[config.mk]
export PLATFORM = sky130hd
export DESIGN_NAME = logic_seq_unit_flat
export DESIGN_NICKNAME = d
export VERILOG_FILES = /design/src/rtl/logic_seq_unit_pkg.sv /design/src/rtl/logic_seq_unit_if.sv /design/src/rtl/logic_seq_unit_lane_logic.sv /design/src/rtl/logic_seq_unit.sv /design/src/flat_wrapper.sv
export SDC_FILE = /design/constraint.sdc
export NUM_CORES = 1
export LEC_CHECK = 0
export ABC_AREA = 1
export BUFFER_PORTS_ARGS = -buffer_cell sky130_fd_sc_hd__clkbuf_2
export CAP_MARGIN = 25
export CORE_MARGIN = 1.5
export CORE_UTILIZATION = 43
export DETAILED_ROUTE_END_ITERATION = 16
export PLACE_DENSITY = 0.76
export SLEW_MARGIN = 25
export SYNTH_ARGS = -nofsm -noshare
export SYNTH_HDL_FRONTEND = slang
export SYNTH_HIERARCHICAL = 1
export SYNTH_SLANG_ARGS = --single-unit
[constraint.sdc]
create_clock -name clk -period 3.3 [get_ports clk]
set_clock_uncertainty 0.2 [all_clocks]
set_input_delay 0.33 -clock clk [delete_from_list [all_inputs] [get_ports clk]]
set_output_delay 0.33 -clock clk [all_outputs]
set_load 0.05 [all_outputs]
[src/rtl/logic_seq_unit_pkg.sv]
// Shared definitions for the lane-serial bitwise logic unit:
// operation encodings and controller state codes.
package logic_seq_unit_pkg;

   typedef enum logic [1:0] {
      OP_AND = 2'b00,
      OP_OR  = 2'b01,
      OP_XOR = 2'b10,
      OP_NOR = 2'b11
   } op_t;

   localparam logic [1:0] ST_IDLE = 2'd0;
   localparam logic [1:0] ST_BUSY = 2'd1;
   localparam logic [1:0] ST_DONE = 2'd2;

endpackage

[src/rtl/logic_seq_unit_if.sv]
// Request/response handshake bundle between a requester and logic_seq_unit.
interface logic_seq_unit_if #(
   parameter int WIDTH = 32
);
   logic             in_valid;
   logic             in_ready;
   logic [1:0]       op;
   logic [WIDTH-1:0] a;
   logic [WIDTH-1:0] b;
   logic             out_valid;
   logic             out_ready;
   logic [WIDTH-1:0] out;
   logic             is_zero;

   modport master (
      output in_valid, op, a, b, out_ready,
      input  in_ready, out_valid, out, is_zero
   );

   modport slave (
      input  in_valid, op, a, b, out_ready,
      output in_ready, out_valid, out, is_zero
   );
endinterface

[src/rtl/logic_seq_unit_lane_logic.sv]
// Combinational bitwise operation on one LANE-bit slice of the operands.
module lane_logic #(
   parameter int LANE = 8
) (
   input  logic [1:0]      op,
   input  logic [LANE-1:0] a,
   input  logic [LANE-1:0] b,
   output logic [LANE-1:0] y
);
   import logic_seq_unit_pkg::*;

   always_comb begin
      y = '0;
      case (op)
         OP_AND:  y = a & b;
         OP_OR:   y = a | b;
         OP_XOR:  y = a ^ b;
         OP_NOR:  y = ~(a | b);
         default: y = '0;
      endcase
   end
endmodule

[src/rtl/logic_seq_unit.sv]
// Sequential bitwise logic unit: computes one LANE-bit slice per cycle,
// LSB lane first, and holds the result until the consumer takes it.
module logic_seq_unit #(
   parameter int WIDTH = 32,
   parameter int LANE  = 8
) (
   input  logic              clk,
   input  logic              rst,
   logic_seq_unit_if.slave   bus
);
   import logic_seq_unit_pkg::*;

   localparam int N     = WIDTH / LANE;
   localparam int CNT_W = (N > 1) ? $clog2(N) : 1;

   generate
      if ((LANE < 1) || (WIDTH % LANE != 0)) begin : g_param_check
         $error("logic_seq_unit: WIDTH must be an integer multiple of LANE");
      end
   endgenerate

   logic [1:0]       state_reg;
   logic [CNT_W-1:0] cnt_reg;
   logic [1:0]       op_reg;
   logic [WIDTH-1:0] a_reg;
   logic [WIDTH-1:0] b_reg;
   logic [WIDTH-1:0] result_reg;
   logic [LANE-1:0]  a_lane;
   logic [LANE-1:0]  b_lane;
   logic [LANE-1:0]  lane_res;

   assign a_lane = a_reg[cnt_reg*LANE +: LANE];
   assign b_lane = b_reg[cnt_reg*LANE +: LANE];

   lane_logic #(
      .LANE (LANE)
   ) u_lane (
      .op (op_reg),
      .a  (a_lane),
      .b  (b_lane),
      .y  (lane_res)
   );

   always_ff @(posedge clk or posedge rst) begin
      if (rst) begin
         state_reg  <= ST_IDLE;
         cnt_reg    <= '0;
         op_reg     <= '0;
         a_reg      <= '0;
         b_reg      <= '0;
         result_reg <= '0;
      end else begin
         case (state_reg)
            ST_IDLE: begin
               if (bus.in_valid) begin
                  op_reg     <= bus.op;
                  a_reg      <= bus.a;
                  b_reg      <= bus.b;
                  result_reg <= '0;
                  cnt_reg    <= '0;
                  state_reg  <= ST_BUSY;
               end
            end
            ST_BUSY: begin
               result_reg[cnt_reg*LANE +: LANE] <= lane_res;
               cnt_reg <= cnt_reg + CNT_W'(1);
               if (cnt_reg == CNT_W'(N - 1)) begin
                  state_reg <= ST_DONE;
               end
            end
            ST_DONE: begin
               // Returning to IDLE here means a new request waits one more cycle.
               if (bus.out_ready) begin
                  state_reg <= ST_IDLE;
               end
            end
            default: state_reg <= ST_IDLE;
         endcase
      end
   end

   assign bus.in_ready  = (state_reg == ST_IDLE);
   assign bus.out_valid = (state_reg == ST_DONE);
   assign bus.out       = result_reg;
   assign bus.is_zero   = (result_reg == '0);

endmodule
[src/flat_wrapper.sv]
// flat-port wrapper written by rule: the top's interface ports become plain ports
module logic_seq_unit_flat import logic_seq_unit_pkg::*;
#(
   parameter int WIDTH = 32,
   parameter int LANE  = 8
)
  (clk, rst, bus_in_valid, bus_op, bus_a, bus_b, bus_out_ready, bus_in_ready, bus_out_valid, bus_out, bus_is_zero);
  logic_seq_unit_if #(.WIDTH(WIDTH)) bus_i ();
  input  logic clk;
  input  logic rst;
  input wire logic [$bits(bus_i.in_valid)-1:0] bus_in_valid;
  input wire logic [$bits(bus_i.op)-1:0] bus_op;
  input wire logic [$bits(bus_i.a)-1:0] bus_a;
  input wire logic [$bits(bus_i.b)-1:0] bus_b;
  input wire logic [$bits(bus_i.out_ready)-1:0] bus_out_ready;
  output wire logic [$bits(bus_i.in_ready)-1:0] bus_in_ready;
  output wire logic [$bits(bus_i.out_valid)-1:0] bus_out_valid;
  output wire logic [$bits(bus_i.out)-1:0] bus_out;
  output wire logic [$bits(bus_i.is_zero)-1:0] bus_is_zero;
  assign bus_i.in_valid = bus_in_valid;
  assign bus_i.op = bus_op;
  assign bus_i.a = bus_a;
  assign bus_i.b = bus_b;
  assign bus_i.out_ready = bus_out_ready;
  assign bus_in_ready = bus_i.in_ready;
  assign bus_out_valid = bus_i.out_valid;
  assign bus_out = bus_i.out;
  assign bus_is_zero = bus_i.is_zero;
  logic_seq_unit #(.WIDTH(WIDTH), .LANE(LANE)) u_core (.clk(clk), .rst(rst), .bus(bus_i));
endmodule
==> impl_results.rst <==
.. list-table::
   :header-rows: 1

   * - Metric
     - Value
   * - Post-cts sizing count
     - 0
   * - Area of the die
     - 13050 um^2
   * - Depth of the worst register-to-register path
     - 12
   * - Commonest cells after routing, fill and taps aside
     - 232 x sky130_fd_sc_hd__nand2_1, 104 x sky130_fd_sc_hd__clkbuf_2, 102 x sky130_fd_sc_hd__dfrtp_1
   * - Via density per instance
     - 4.951
   * - Root buffer selected by CTS
     - sky130_fd_sc_hd__clkbuf_16
   * - Mean instance size in the synthesized netlist
     - 7.721 um^2
   * - Deepest level of the CTS H-tree
     - 3
   * - # placed instances
     - 936
   * - Overall fraction of global-route tracks in use
     - 0.2090
   * - Setup slack on the worst flop-to-flop path
     - 630 ps
   * - Number of enable flip-flop cells after synthesis
     - 0
   * - Count of mapped cells out of synthesis
     - 689
   * - Clock sinks
     - 102
   * - Finished Layout Cells
     - 956
   * - First-pass iteration count of the detailed router
     - 4
   * - Leakage
     - 3.508 nW
   * - Number of synthesized register bits
     - 102
   * - Number of ports placed on the die boundary
     - 105
   * - Floorplan row count
     - 40
   * - Worst min-delay path class
     - input pin to flip-flop
   * - Drt first-iter violations
     - 282
   * - Leftover overflow at the end of global routing
     - 0
   * - Die width
     - 114.2 um
   * - Total number of yosys warnings
     - 6
   * - Inserted Diodes
     - 0
   * - Commonest register cell after synthesis
     - sky130_fd_sc_hd__dfrtp_1
   * - Max-cap violation count
     - 0
   * - Final Slew Violations
     - 0
   * - Wirelength per Cell
     - 13.61 um
   * - Share of cells above drive strength 1
     - 0.1802
   * - Clock transition at the register clock pins on the worst setup and hold paths after CTS
     - 70 ps
   * - Startpoint of the worst register-to-register path
     - u_core/cnt_reg[0]
   * - Crit. End Element
     - flip-flop
   * - TritonCTS clock tree
     - built
   * - Number of nets in the synthesized netlist
     - 781
   * - Area growth from synthesis to layout
     - 18.13%
   * - Sequential element share of the synthesized area
     - 0.4798
   * - Routed WL
     - 13010 um
   * - NumNets Final
     - 875
   * - Initial core utilization
     - 0.4411
   * - Largest fanout on the critical path
     - 21
   * - Most common cell after layout, fill and taps aside
     - sky130_fd_sc_hd__nand2_1
   * - Number of buffers inserted during clock tree synthesis
     - 9
   * - Data arrival time of the worst path
     - 2750 ps
   * - Last weighted congestion value of the routability-driven placer
     - 0.8097
   * - Residual DRC count
     - 0
   * - Antenna violation net count after detailed routing
     - 0
   * - Hold_sp
     - bus_a[21]
   * - Final-report setup violation count
     - 0
   * - Hold violation count in the final report
     - 0
   * - Maximum number of pins on one net before global-route repair
     - 60
   * - Capture point of the worst reg-to-reg path
     - u_core/bus.out[14]
   * - Highest ir drop seen on vdd
     - 378.9 uV
   * - Post-route clock period utilization
     - 0.8086
   * - Vias in the first global route
     - 4321
   * - Crit path time final
     - 2668 ps
   * - Max-slew headroom
     - 0.4685
   * - Required @ worst endpoint
     - 3390 ps
   * - Height of the die
     - 114.2 um
   * - Classification of the worst setup path
     - flip-flop to flip-flop
   * - Number of antenna violations at the first check in global routing
     - 0
   * - Number of unique standard cell types used by synthesis
     - 25
   * - # port buffers
     - 104
   * - Wire length of the first global-routing pass
     - 21220 um
   * - Setup repair after global routing missed its margin
     - false
   * - End point of the most critical hold path
     - u_core/a_reg[21]
   * - Total setup buffers inserted after CTS
     - 0
   * - Top achievable clock speed
     - 374.8 MHz
   * - Status
     - finished, final reports clean
   * - Share of synthesized flip-flops with an asynchronous set or reset
     - 1.000
   * - Synth Cell Area
     - 5320 um^2
   * - Slew @ Worst Pin
     - 797.2 ps
   * - Total power density per cell area
     - 1090 nW/um^2
   * - Floorplan Core Area
     - 12060 um^2
   * - Depth of the worst hold-timing path
     - 3
   * - Setup TNS Final
     - 0 ps
   * - Clock latency at the later pin of the worst-skew pair
     - 350 ps
   * - Clk buf depth
     - 2
   * - CP Launch Type
     - flip-flop
   * - Estimated wirelength of the detail-placed design
     - 9550 um
   * - Routed via count
     - 4733
   * - Number of buffers inserted for hold repair after clock tree synthesis
     - 4
-- layout make-up --
| class | count | area, um^2 |
|---|---|---|
| Multi-Input combinational cell | 493 | 2344 |
| Timing Repair Buffer | 117 | 640.6 |
| Clock inverter | 7 | 77.57 |
| Sequential cell | 102 | 2552 |
| Fill cell | 1191 | 5777 |
| Tap cell | 168 | 210.2 |
| Inverter | 60 | 235.2 |
| Clock buffer | 9 | 225.2 |
-- synth_stat cells (2+ instances only) --
cell type                  number  share of area
sky130_fd_sc_hd__nor2_2         2         0.0024
sky130_fd_sc_hd__nand3_1       82          0.077
sky130_fd_sc_hd__nand2_1      232           0.16
sky130_fd_sc_hd__nand4_1        8         0.0094
sky130_fd_sc_hd__buf_2         12          0.011
sky130_fd_sc_hd__nor2_1        63          0.044
sky130_fd_sc_hd__o21ai_0       49          0.046
sky130_fd_sc_hd__ha_1          22          0.052
sky130_fd_sc_hd__clkbuf_1      12         0.0085
sky130_fd_sc_hd__nor2_4         5          0.011
sky130_fd_sc_hd__dfrtp_1      102           0.48
sky130_fd_sc_hd__o22ai_1        9          0.011
sky130_fd_sc_hd__a21oi_1       16          0.015
sky130_fd_sc_hd__buf_6          2         0.0042
sky130_fd_sc_hd__buf_4          6         0.0085
sky130_fd_sc_hd__inv_1         58          0.041
-- logic make-up (layout without fill, tap and decap cells) --
logic type / after synthesis / count (layout) / synth area share
adder cells (fa/ha/maj): 22 / 22 / 0.05174
flip-flops: 102 / 102 / 0.4798
buffers and inverters: 94 / 193 / 0.07972
AND/OR/NAND/NOR: 394 / 394 / 0.3126
AO/OA/AOI/OAI: 77 / 77 / 0.07620
-- through the flow --
step	utilization	instance area [um^2]	hold slack [ps]	setup WS, ps	power (W)
floorplan	-	5320	225.8	94.52	0.004901
global placement	0.4926	5942	213.4	733.9	0.005666
detailed placement	0.4926	5942	215.3	680.0	0.005760
CTS	0.5211	6285	2.451	657.5	0.006866
global route	0.5211	6285	13.65	356.9	0.007454
finish	0.5211	6285	7.147	631.8	0.006849
-- where the power goes --
part | switching [W] | internal, W | leakage (nW)
sequential | 0.000422 | 0.00177 | 1.30
combinational | 0.00252 | 0.00106 | 2.06
clock | 0.000482 | 0.000596 | 0.147
total | 0.00343 | 0.00342 | 3.51
-- worst max-delay path: stages (launching register included) --
cell and delay, ps:
sky130_fd_sc_hd__dfrtp_1 370, sky130_fd_sc_hd__inv_1 400, sky130_fd_sc_hd__buf_4 280, sky130_fd_sc_hd__o21ai_0 90, sky130_fd_sc_hd__o22ai_1 240, sky130_fd_sc_hd__inv_1 80
sky130_fd_sc_hd__ha_1 280, sky130_fd_sc_hd__nand3_1 70, sky130_fd_sc_hd__nand4_1 170, sky130_fd_sc_hd__nand2_1 100, sky130_fd_sc_hd__nor2_1 170, sky130_fd_sc_hd__nand2_1 70
sky130_fd_sc_hd__nand2_1 70
-- per-layer routing --
| layer | wire (um) | track usage | up-vias |
|---|---|---|---|
| li1 | - | - | 2378 |
| met1 | 6164 | 0.2953 | 2191 |
| met2 | 5893 | 0.3261 | 137 |
| met3 | 612 | 0.03176 | 27 |
| met4 | 336 | 0.08083 | 0 |
| met5 | 0 | 0 | - |
-- worst max-delay path by stage --
stage | startpoint | to | slack (ps)
2_1_floorplan | rst | u_core/a_reg[0] | 90
3_3_place_gp | u_core/cnt_reg[1] | u_core/bus.out[30] | 730
3_5_place_dp | u_core/cnt_reg[1] | u_core/bus.out[14] | 680
4_1_cts | u_core/cnt_reg[1] | u_core/bus.out[14] | 660
5_1_grt | u_core/cnt_reg[0] | u_core/bus.out[24] | 360
6_report | u_core/cnt_reg[0] | u_core/bus.out[14] | 630
(Power assumes the default switching activity.)
